$ cat src/rtl/pdm_pkg.sv
// Shared PCM types and helpers for the sample FIFO and its optional DC blocker.
// The DC blocker path is built only when PCM_DCBLOCK_EN is defined.
package pdm_pkg;
  localparam int PCM_WIDTH = 16;
  localparam int PCM_MAX   = (2 ** (PCM_WIDTH - 1)) - 1;

  typedef logic signed [PCM_WIDTH-1:0] pcm_t;

  // Clamp a 32-bit signed intermediate into the PCM range instead of wrapping.
  function automatic pcm_t sat_pcm(input logic signed [31:0] v);
    if (v > PCM_MAX) begin
      return {1'b0, {(PCM_WIDTH - 1){1'b1}}};
    end else if (v < -PCM_MAX - 1) begin
      return {1'b1, {(PCM_WIDTH - 1){1'b0}}};
    end else begin
      return v[PCM_WIDTH-1:0];
    end
  endfunction
endpackage

$ cat src/rtl/pcm_dc_blocker.sv
// First-order DC blocker: y[n] = x[n] - x[n-1] + y[n-1] - (y[n-1] >>> DC_SHIFT).
// Exists only when PCM_DCBLOCK_EN is defined; samples are PCM_WIDTH wide.
`ifdef PCM_DCBLOCK_EN
module pcm_dc_blocker
  import pdm_pkg::*;
#(
  parameter int DC_SHIFT = 8
) (
  input  logic clk,
  input  logic rst_n,
  input  logic clear,
  input  logic in_valid,
  input  pcm_t in_pcm,
  output logic out_valid,
  output pcm_t out_pcm
);
  logic signed [31:0] x_prev;
  logic signed [31:0] y_prev;
  logic signed [31:0] x_cur;
  logic signed [31:0] y_next;

  assign x_cur  = {{(32 - PCM_WIDTH){in_pcm[PCM_WIDTH-1]}}, in_pcm};
  // Feedback keeps full 32-bit precision; only the stored sample is clamped.
  assign y_next = x_cur - x_prev + y_prev - (y_prev >>> DC_SHIFT);

  always_ff @(posedge clk or negedge rst_n) begin
    if (!rst_n) begin
      x_prev    <= '0;
      y_prev    <= '0;
      out_valid <= 1'b0;
      out_pcm   <= '0;
    end else if (clear) begin
      x_prev    <= '0;
      y_prev    <= '0;
      out_valid <= 1'b0;
      out_pcm   <= '0;
    end else begin
      out_valid <= in_valid;
      if (in_valid) begin
        x_prev  <= x_cur;
        y_prev  <= y_next;
        out_pcm <= sat_pcm(y_next);
      end
    end
  end
endmodule
`endif

$ cat src/rtl/pcm_sample_fifo.sv
// Circular PCM sample FIFO with first-word-fall-through output and drop accounting.
// Define PCM_DCBLOCK_EN to insert the DC blocker ahead of storage (one extra cycle).
module pcm_sample_fifo
  import pdm_pkg::*;
#(
  parameter int DATA_WIDTH  = 16,
  parameter int DEPTH       = 256,
  parameter int AFULL_LEVEL = 192,
  parameter int DC_SHIFT    = 8
) (
  input  logic                     clk,
  input  logic                     rst_n,
  input  logic [DATA_WIDTH-1:0]    in_pcm,
  input  logic                     in_valid,
  input  logic                     clear,
  output logic [DATA_WIDTH-1:0]    out_data,
  output logic                     out_valid,
  input  logic                     out_ready,
  output logic [$clog2(DEPTH):0]   level,
  output logic                     almost_full,
  output logic                     overflow,
  output logic [15:0]              drop_count
);
  localparam int AW = $clog2(DEPTH);
  localparam int LW = AW + 1;

  logic [DATA_WIDTH-1:0] mem [DEPTH];
  logic [AW-1:0]         wr_ptr;
  logic [AW-1:0]         rd_ptr;
  logic [LW-1:0]         level_q;
  logic                  wr_valid;
  logic [DATA_WIDTH-1:0] wr_data;
  logic                  pop;
  logic                  full;
  logic                  push;
  logic                  drop;

`ifdef PCM_DCBLOCK_EN
  // Blocker is PCM_WIDTH wide, so DATA_WIDTH must match PCM_WIDTH in this build.
  pcm_t dc_out;

  pcm_dc_blocker #(
    .DC_SHIFT (DC_SHIFT)
  ) u_dc_blocker (
    .clk       (clk),
    .rst_n     (rst_n),
    .clear     (clear),
    .in_valid  (in_valid),
    .in_pcm    (pcm_t'(in_pcm)),
    .out_valid (wr_valid),
    .out_pcm   (dc_out)
  );

  assign wr_data = dc_out;
`else
  assign wr_valid = in_valid;
  assign wr_data  = in_pcm;
`endif

  // A pop frees a slot in the same cycle, so a full FIFO still accepts then.
  assign pop  = (level_q != '0) && out_ready;
  assign full = (level_q == LW'(DEPTH));
  assign push = wr_valid && (!full || pop);
  assign drop = wr_valid && full && !pop;

  always_ff @(posedge clk or negedge rst_n) begin
    if (!rst_n) begin
      wr_ptr     <= '0;
      rd_ptr     <= '0;
      level_q    <= '0;
      overflow   <= 1'b0;
      drop_count <= '0;
    end else if (clear) begin
      wr_ptr     <= '0;
      rd_ptr     <= '0;
      level_q    <= '0;
      overflow   <= 1'b0;
      drop_count <= '0;
    end else begin
      if (push) wr_ptr <= wr_ptr + AW'(1);
      if (pop)  rd_ptr <= rd_ptr + AW'(1);
      if (push && !pop) begin
        level_q <= level_q + LW'(1);
      end else if (pop && !push) begin
        level_q <= level_q - LW'(1);
      end
      if (drop) begin
        overflow <= 1'b1;
        if (drop_count != 16'hFFFF) drop_count <= drop_count + 16'd1;
      end
    end
  end

  always_ff @(posedge clk) begin
    if (push && !clear) mem[wr_ptr] <= wr_data;
  end

  assign level       = level_q;
  assign out_valid   = (level_q != '0);
  // Gate the head so an empty FIFO always presents zero rather than stale data.
  assign out_data    = out_valid ? mem[rd_ptr] : '0;
  assign almost_full = (level_q >= LW'(AFULL_LEVEL));
endmodule
$ cat config.mk
export PLATFORM = sky130hd
export DESIGN_NAME = pcm_sample_fifo
export DESIGN_NICKNAME = d
export VERILOG_FILES = /design/src/rtl/pdm_pkg.sv /design/src/rtl/pcm_dc_blocker.sv /design/src/rtl/pcm_sample_fifo.sv
export SDC_FILE = /design/constraint.sdc
export NUM_CORES = 2
export LEC_CHECK = 0
export BUFFER_PORTS_ARGS = -buffer_cell sky130_fd_sc_hd__buf_2
export CAP_MARGIN = 0
export CORE_MARGIN = 1.5
export CORE_UTILIZATION = 40
export CTS_BUF_LIST = sky130_fd_sc_hd__clkbuf_8
export DETAILED_ROUTE_END_ITERATION = 10
export GPL_TIMING_DRIVEN = 0
export PLACE_DENSITY_LB_ADDON = 0.15
export SETUP_SLACK_MARGIN = 0.05
export SYNTH_ARGS = -nofsm -noshare
export SYNTH_HDL_FRONTEND = slang
export SYNTH_SLANG_ARGS = --single-unit
$ cat constraint.sdc
create_clock -name clk -period 3.35 [get_ports clk]
set_clock_uncertainty 0.15 [all_clocks]
set_input_delay 0.67 -clock clk [delete_from_list [all_inputs] [get_ports clk]]
set_output_delay 0.67 -clock clk [all_outputs]
set_load 0.03 [all_outputs]
==> run summary <==
status: finished with violations
failing checks: setup timing
largest net degree at the start of global routing: 141
post-synth cell types: 77
HP Class: in -> async
WL met2: 334 mm
Ports: 65
Die Y: 635 um
Slowest Stage Delay on Critical Path: 0.89 ns
highest metal used: met5
most frequent cells in the layout: 4096 x edfxtp_1, 942 x mux4_2, 737 x clkbuf_8, 346 x buf_4, 326 x mux2i_1
All-Layer GR Usage: 39.2%
Pleak: 64.0 nW
final global-route overflow total: 0
Initial Util: 40.3%
router iterations before antenna repair: 6
HPWL Detailed: 523 mm
met3 wire len: 127 mm
measured slew at the worst slew-check pin: 1.47 ns
maximum clock frequency: 160 MHz
CP top delay family: buffers and inverters
Rel. slew slack: 1.78%
fin crit share: 186%
P&R area growth vs syn: 24.8%
H-tree depth: 6
worst setup path class: reg -> out
DRT met1 WL: 270 mm
clock sinks: 4138
Routed Wire Length: 807 mm
Post-synth EDFFs: 4096
largest cells by area after synthesis: edfxtp_1 77%, mux4_2 13%, mux2i_1 2.5%, nor2_1 0.82%, dfrtp_1 0.66%
CTS tree: built
Avg WL per Cell: 54.9 um
layout net count: 8897
initial antenna violation count: 86
IO Port Bufs: 64
# DRC: 0
drt first-iter violations: 18600
WP data required: 2.53 ns
Worst Slack Setup Final: -2.89 ns
FP Rows: 231
Min Hold Slack: 0.0410 ns
CP max FO: 11
r2r endpoint: level[8]
Die Wd: 635 um
placed cell areas: 175000 um2
post-route cell area: 200000 um2
share of cells above drive strength 1: 39.1%
syn nets: 7344
CP max-delay cell: a2111oi_4
Max Cap Viol: 0
CTS root buf: clkbuf_8
vias per inst: 6.76
core area: 397000 um2
clk_lat worst skew: 1.31 ns
fin util: 50.3%
Max VDD drop: 0.454 mV
register-to-register setup slack: -0.31 ns
Avg Cell Area, Syn: 21.9 um2
number of global-route vias before repair: 90200
top cell type's share of synthesized area: 76.9%
fraction of registers with async set or reset after synthesis: 1.01%
CP endpoint kind: primary output
FF-to-FF Start: level[1]
crit-path cells: buf_12, buf_12, buf_16, buf_16, buf_16, buf_16, buf_12, mux2i_1, a21oi_1, a2111oi_4, o221ai_4, nand3_4, o21ai_4, buf_6
area of the mapped netlist: 160000 um2
Main synth FF type: edfxtp_1
crit path DAT: 5.42 ns
max-slew violations: 0
most used cell, CP: buf_16
endpoints failing setup: 551
GP Congestion: 1.07
cells after synthesis: 7308
clock period minus worst slack: 6.24 ns
cell taking the most area after synthesis: edfxtp_1
CP bufs+invs: 8
Pwr per Cell Area: 656 nW/um2
Die Area: 403000 um2
sequential area share after synthesis: 77.6%
first-pass GRT wire length: 995 mm
clock slew at reported path FFs: 0.06 ns
Reg2Reg Depth: 14
CTS Buf Count: 695
commonest non-fill, non-tap cell in the layout: edfxtp_1
DR vias: 99400
Fin. Hold Viols: 0
RSZ-0062 raised after global routing: true
fillers: 32000
Critical Path Start Type: register
Max Buffers Root-to-Sink: 4
ANT nets after route: 0
Yosys warnings: 0
number of synthesized register bits: 4138
[power by group]
part | leakage (nW) | switching (mW) | internal (mW)
clock network | 7.25 | 21.6 | 20.3
logic | 19.4 | 20.3 | 11.6
registers | 37.4 | 0.0896 | 57.0
total | 64.0 | 42.0 | 88.9
[cell type report]
class,count,area [um2],area share (%)
antenna,57,143,0.0715
buffer,418,6280,3.15
clock buffer,713,9810,4.92
clock inverter,526,2520,1.26
inverter,17,73.8,0.0370
multi-input combinational,2727,37700,18.9
sequential,4138,124000,62.2
tap,5242,6560,3.29
timing repair buffer,864,12400,6.19
[registers in the layout, summed over array words and instances, names as in the netlist]
signal,cells
overflow,1
level,9
rd_ptr,8
mem,4096
drop_count,16
wr_ptr,8
[timing repair]
action,4_1_cts,5_1_grt
resized for setup,1217,453
gates cloned,2,5
pin swaps,57,143
hold buffers,20,0
endpoints found under the hold margin,1814,0
setup buffers,201,277
endpoints found under the setup margin,3992,3917
[stage by stage]
| stage | power [mW] | cells | setup slack [ns] | setup TNS [ns] |
|---|---|---|---|---|
| after floorplan | 68.3 | 7308 | -0.194 | -0.442 |
| after global placement | 82.0 | 12600 | -6.03 | - |
| after detailed placement | 82.4 | 12900 | -4.38 | -2950.78 |
| after CTS | 127 | 14400 | -2.62 | -1928.92 |
| after global routing | 132 | 14600 | -2.69 | -71.74 |
| final | 131 | 14700 | -2.89 | -87.69 |
[cell families after synthesis]
logic type | after synthesis | synth area share (%)
flip-flops | 4138 | 77.6
multiplexers | 1353 | 15.8
AND/OR/NAND/NOR | 694 | 1.88
AO/OA/AOI/OAI | 636 | 2.77
buffers and inverters | 443 | 1.62
XOR/XNOR | 29 | 0.159
adder cells (fa/ha/maj) | 15 | 0.122
[Yosys cell counts, types with 17 or more instances]
cell type / number
a22oi_1: 91
buf_4: 38
mux4_2: 942
a221oi_1: 49
a22o_1: 22
o22ai_1: 78
buf_6: 72
o221ai_1: 53
nand2_1: 181
xor2_1: 17
dfrtp_1: 42
nor2_1: 351
a211oi_1: 35
edfxtp_1: 4096
nand3_1: 38
buf_2: 88
o21ai_0: 67
nor3_1: 32
a21oi_1: 122
buf_1: 47
mux2i_1: 406
clkbuf_1: 172
o31ai_1: 19
[how the worst max path moves through the flow]
stage                         endpoint  slack (ns)  cells after the start       from
after floorplan               level[8]       -0.19                     15   level[0]
after global placement     out_data[7]       -6.03                     11  rd_ptr[2]
after detailed placement  out_data[10]       -4.38                     11  rd_ptr[2]
after CTS                 out_data[13]       -2.62                     12  rd_ptr[0]
after global routing      out_data[13]       -2.69                     13  rd_ptr[0]
final                     out_data[13]       -2.89                     14  rd_ptr[0]
[routing by layer]
metal,vias up,GRT usage [%]
met5,-,0
met4,22,31.1
met3,2430,18.2
met2,9457,53.9
met1,53300,47.3
li1,34200,-
(Power assumes the default switching activity.)
